<file path="config.mk">
export PLATFORM = sky130hd
export DESIGN_NAME = wb_stage
export DESIGN_NICKNAME = d
export VERILOG_FILES = /design/src/rtl/wb_stage.sv
export SDC_FILE = /design/constraint.sdc
export NUM_CORES = 1
export LEC_CHECK = 0
export BUFFER_PORTS_ARGS = -buffer_cell sky130_fd_sc_hd__buf_4
export CAP_MARGIN = 0
export CELL_PAD_IN_SITES_DETAIL_PLACEMENT = 1
export CELL_PAD_IN_SITES_GLOBAL_PLACEMENT = 2
export CORE_MARGIN = 2
export CORE_UTILIZATION = 29
export DETAILED_ROUTE_END_ITERATION = 7
export HOLD_SLACK_MARGIN = 0.1
export PLACE_DENSITY = 0.89
export SYNTH_ARGS = -nofsm -noshare
export SYNTH_HDL_FRONTEND = slang
export SYNTH_SLANG_ARGS = --single-unit
</file>
<file path="constraint.sdc">
create_clock -name clk -period 2.4 [get_ports clk]
set_input_delay 0.24 -clock clk [delete_from_list [all_inputs] [get_ports clk]]
set_output_delay 0.24 -clock clk [all_outputs]
set_load 0.01 [all_outputs]
</file>
<file path="src/rtl/wb_stage.sv">
// Writeback stage: registers the MEM result, aligns/extends load data, and holds
// SRAM read data across stalls so a stalled load writes back the right value.
module wb_stage #(
  parameter logic [31:0] RESET_PC = 32'hBFC0_0000
) (
  input  logic        clk,
  input  logic        rst,
  input  logic        stall,
  input  logic        flush,
  input  logic        mem_valid,
  input  logic [31:0] mem_pc,
  input  logic        mem_wreg,
  input  logic [4:0]  mem_waddr,
  input  logic [31:0] mem_wdata,
  input  logic        mem_load,
  input  logic [2:0]  mem_load_op,
  input  logic [1:0]  mem_addr_lo,
  input  logic [31:0] data_sram_rdata,
  output logic        wb_wreg,
  output logic [4:0]  wb_waddr,
  output logic [31:0] wb_wdata,
  output logic [31:0] debug_wb_pc,
  output logic [3:0]  debug_wb_rf_wen,
  output logic [4:0]  debug_wb_rf_wnum,
  output logic [31:0] debug_wb_rf_wdata
);

  localparam int unsigned DW = 32;
  localparam int unsigned AW = 5;

  localparam logic [2:0] OP_LB  = 3'b000;
  localparam logic [2:0] OP_LBU = 3'b001;
  localparam logic [2:0] OP_LH  = 3'b010;
  localparam logic [2:0] OP_LHU = 3'b011;

  logic          valid;
  logic [DW-1:0] pc;
  logic          wreg;
  logic [AW-1:0] waddr;
  logic [DW-1:0] wdata;
  logic          load;
  logic [2:0]    load_op;
  logic [1:0]    addr_lo;
  logic          first;
  logic          hold_valid;
  logic [DW-1:0] hold;

  logic [DW-1:0] load_src;
  logic [7:0]    byte_sel;
  logic [15:0]   half_sel;
  logic [DW-1:0] load_data;

  // WB register: rst > flush > stall > capture
  always_ff @(posedge clk) begin
    if (rst || flush) begin
      valid      <= 1'b0;
      pc         <= rst ? RESET_PC : '0;
      wreg       <= 1'b0;
      waddr      <= '0;
      wdata      <= '0;
      load       <= 1'b0;
      load_op    <= '0;
      addr_lo    <= '0;
      first      <= 1'b0;
      hold_valid <= 1'b0;
      hold       <= '0;
    end else if (stall) begin
      first <= 1'b0;
      // Catch the SRAM data on the only cycle it is guaranteed valid
      if (first) begin
        hold       <= data_sram_rdata;
        hold_valid <= 1'b1;
      end
    end else begin
      valid      <= mem_valid;
      pc         <= mem_pc;
      wreg       <= mem_wreg;
      waddr      <= mem_waddr;
      wdata      <= mem_wdata;
      load       <= mem_load;
      load_op    <= mem_load_op;
      addr_lo    <= mem_addr_lo;
      first      <= 1'b1;
      hold_valid <= 1'b0;
    end
  end

  // Load alignment and extension; half-word ignores addr_lo[0]
  always_comb begin
    load_src  = hold_valid ? hold : data_sram_rdata;
    byte_sel  = load_src[{addr_lo, 3'b000} +: 8];
    half_sel  = addr_lo[1] ? load_src[31:16] : load_src[15:0];
    load_data = load_src;
    case (load_op)
      OP_LB:   load_data = {{24{byte_sel[7]}}, byte_sel};
      OP_LBU:  load_data = {24'h0, byte_sel};
      OP_LH:   load_data = {{16{half_sel[15]}}, half_sel};
      OP_LHU:  load_data = {16'h0, half_sel};
      default: load_data = load_src;
    endcase
  end

  assign wb_wreg           = valid & wreg;
  assign wb_waddr          = waddr;
  assign wb_wdata          = load ? load_data : wdata;
  assign debug_wb_pc       = pc;
  assign debug_wb_rf_wen   = {4{wb_wreg}};
  assign debug_wb_rf_wnum  = waddr;
  assign debug_wb_rf_wdata = wb_wdata;

endmodule

</file>
==> results.cfg <==
[run_status]
status = finished, violations left
violations = setup timing

[synth]
synth-async-reset-ratio_pct = 0
synth.top_cell.area_share_pct = 27.2
ys_top_cells_by_count = 92 x nand2_1, 79 x dfxtp_1, 64 x mux2i_1
ys.warnings.count = 0
synthesis.nets = 723
yosysUniqueCellTypes = 41
netlist_area_sq_um = 5810
synthTopCellsByArea = dfxtp_1 27%, edfxtp_1 17%, mux2i_1 11%
synth_area_per_cell_sq_um = 9.53
syn_inst = 610
yosys.area.top_type = dfxtp_1
synth-edff-count = 32
yosysSeqAreaShare_pct = 43.8
yosysMostFrequentCell = nand2_1
synth_flop_cell = dfxtp_1
synth-seq-cells = 111

[placed_design]
place_congestion = 0.762
dp_slack_ns = 0.158
dp_hpwl_mm = 13.9
place_inst = 1035
dpl_cell_area_sq_um = 7500
numPortBuffers = 223

[job]
drv_cap = 0

[clocking]
cts_made_buffers = 9
cts_tree = built
holdBufCountCts = 0
clk_path_buf_depth = 2
htree_levels = 3
root_buffer = clkbuf_16
clock_sinks = 111
clk_pin_slew_worst_paths_ns = 0.08
clock_latency_ns = 0.35

[die]
die_w_um = 146
core_area_sq_um = 19600
die_h_um = 146
initial_utilization_pct = 29.7
io_pins = 224
die_area_sq_um = 21200
row_count = 51

[power_and_ir_drop]
pwr-share-comb_pct = 17.6
ir_drop_uv = 390
p_int_mw = 3.12
p_per_area_nw_per_um2 = 539
sw_frac_of_total_pct = 27.0
clock_power_share_pct = 34.8
power_frac_seq_pct = 47.6
power_mw = 4.28
cellLeakagePower_nw = 3.42
p_switching_mw = 1.15

[route]
antenna_left = 0
dr.pass1.iters = 4
drc = 0
drtIter0Drc = 165
via_count = 4968
drt-wirelength-per-cell_um = 17.6
via_per_inst = 4.70
finalWirelength_mm = 18.6

[final_layout]
final_util_pct = 40.5
antenna_cells = 0
drive_gt1_share_pct = 41.3
syn2layout_area_growth_pct = 36.5
fillerInstances = 2301
nets = 899
final_area_sq_um = 7930
final_cell_count_no_fill = 1056

[global_routing]
grt_max_degree = 79
grt_pass1_vias = 5224
grt-ovfl-total = 0
grt_pass1_wl_mm = 28.9
track_usage_pct = 17.3
antenna_found_initial = 0

[timing]
min_period_ns = 2.43
layout_setup_ws_ns = -0.0326
fin_worst_skew_ns = 0.00586
setup_viol = 20
tightest_slew_ns = 0.880
fmax_mhz = 411
relSlewSlack_pct = 41.3
period_share_pct = 101
rsz0062_at_grt = yes
final-max-slew-violation-count = 0
hold_viol_final = 0

[worst_setup_path]
critPathSlowestCell = mux4_2
critPathKind = register to primary output
cpPeakStageDelay_ns = 0.54
cp_max_fo = 10
worstPathCellList = mux4_2 > mux2_4 > nand3_4 > buf_12 > o221ai_2 > buf_4
worst_ep_required_time_ns = 2.16
cp_data_arrival_time_ns = 2.19
start_kind = register
end_kind = primary output

[min_path]
min_path_type = primary input to register
[critical path: cells and delay by family (launching register included)]
family          cells  cell delay (ns)
simple gates        1             0.14
buf+inv             2             0.33
mux                 2             0.85
flops               1             0.41
compound gates      1             0.11
[worst paths after layout]
kind	startpoint	to	slack, ns	cells past startpoint
setup / recovery	hold_valid$_SDFFE_PP0P_	debug_wb_rf_wdata[30]	-0.03	6
hold reg to reg	hold[22]$_SDFFE_PN0P_	hold[22]$_SDFFE_PN0P_	0.46	2
hold / removal	mem_waddr[2]	debug_wb_rf_wnum[2]$_SDFFE_PN0N_	0.11	3
setup reg to reg	first$_SDFF_PN0_	hold[9]$_SDFFE_PN0P_	1.21	4
[placed cells by master (no fill, tap or decap), types with 8 or more instances in the layout]
cell	netlist	routed
dfxtp_1	79	76
buf_4	41	244
a21o_1	10	9
nand2_1	92	92
inv_1	23	23
mux2i_1	64	62
a21oi_1	33	32
and2_1	26	25
edfxtp_1	32	32
clkbuf_16	0	10
o22a_1	8	8
mux2_2	22	21
nor2_1	59	59
o221ai_2	10	11
[sequential cells by signal, indices dropped and copies added (netlist names), 2 cells and up]
name,count
wdata,32
debug_wb_pc,32
addr_lo,2
load_op,3
hold,32
debug_wb_rf_wnum,5
[timing repair]
action                                  CTS  global route
resized for setup                        11            10
endpoints found under the setup margin   58            54
buffers inserted                          2             2
cloned                                    0             1
pin swaps                                 1             3
[power by group through the flow]
stage / Combinational (mW) / Clock (mW) / Sequential, mW
6_report: 0.751 / 1.49 / 2.04
4_1_cts: 0.753 / 1.55 / 2.04
2_1_floorplan: 0.353 / 0 / 2.10
3_3_place_gp: 0.732 / 0 / 2.08
3_5_place_dp: 0.742 / 0 / 2.08
5_1_grt: 0.814 / 1.61 / 2.05
[area by class of cell]
type	instances	area [sq um]	area share (%)
flip-flops and latches	111	2550	32.2
well taps	265	332	4.18
inverters	24	90.1	1.14
repair buffers	249	1940	24.4
clock inverters	7	58.8	0.741
clock buffers	9	225	2.84
multi-input cells	391	2740	34.5
[cell families after synthesis]
group | Yosys count | share of synthesized area, %
compound gates | 98 | 12.7
buf+inv | 108 | 10.6
flops | 111 | 43.8
mux | 97 | 18.2
simple gates | 196 | 14.7
[per-stage QoR]
stage / hold WS [ns] / setup TNS, ns
6_report: 0.112 / -0.356
5_1_grt: 0.108 / -3.14
4_1_cts: 0.101 / -1.04
3_5_place_dp: 0.450 / 0
3_3_place_gp: 0.440 / 0
2_1_floorplan: 0.376 / 0
[layer usage]
metal	global-route usage [%]	up-vias	share of wire, %
met5	0	-	0
met4	3.38	0	0.74
met3	5.17	10	5.8
li1	-	2408	-
met1	20.3	2409	42
met2	31.5	141	52
Note: power is estimated with default switching activity, not from simulation.
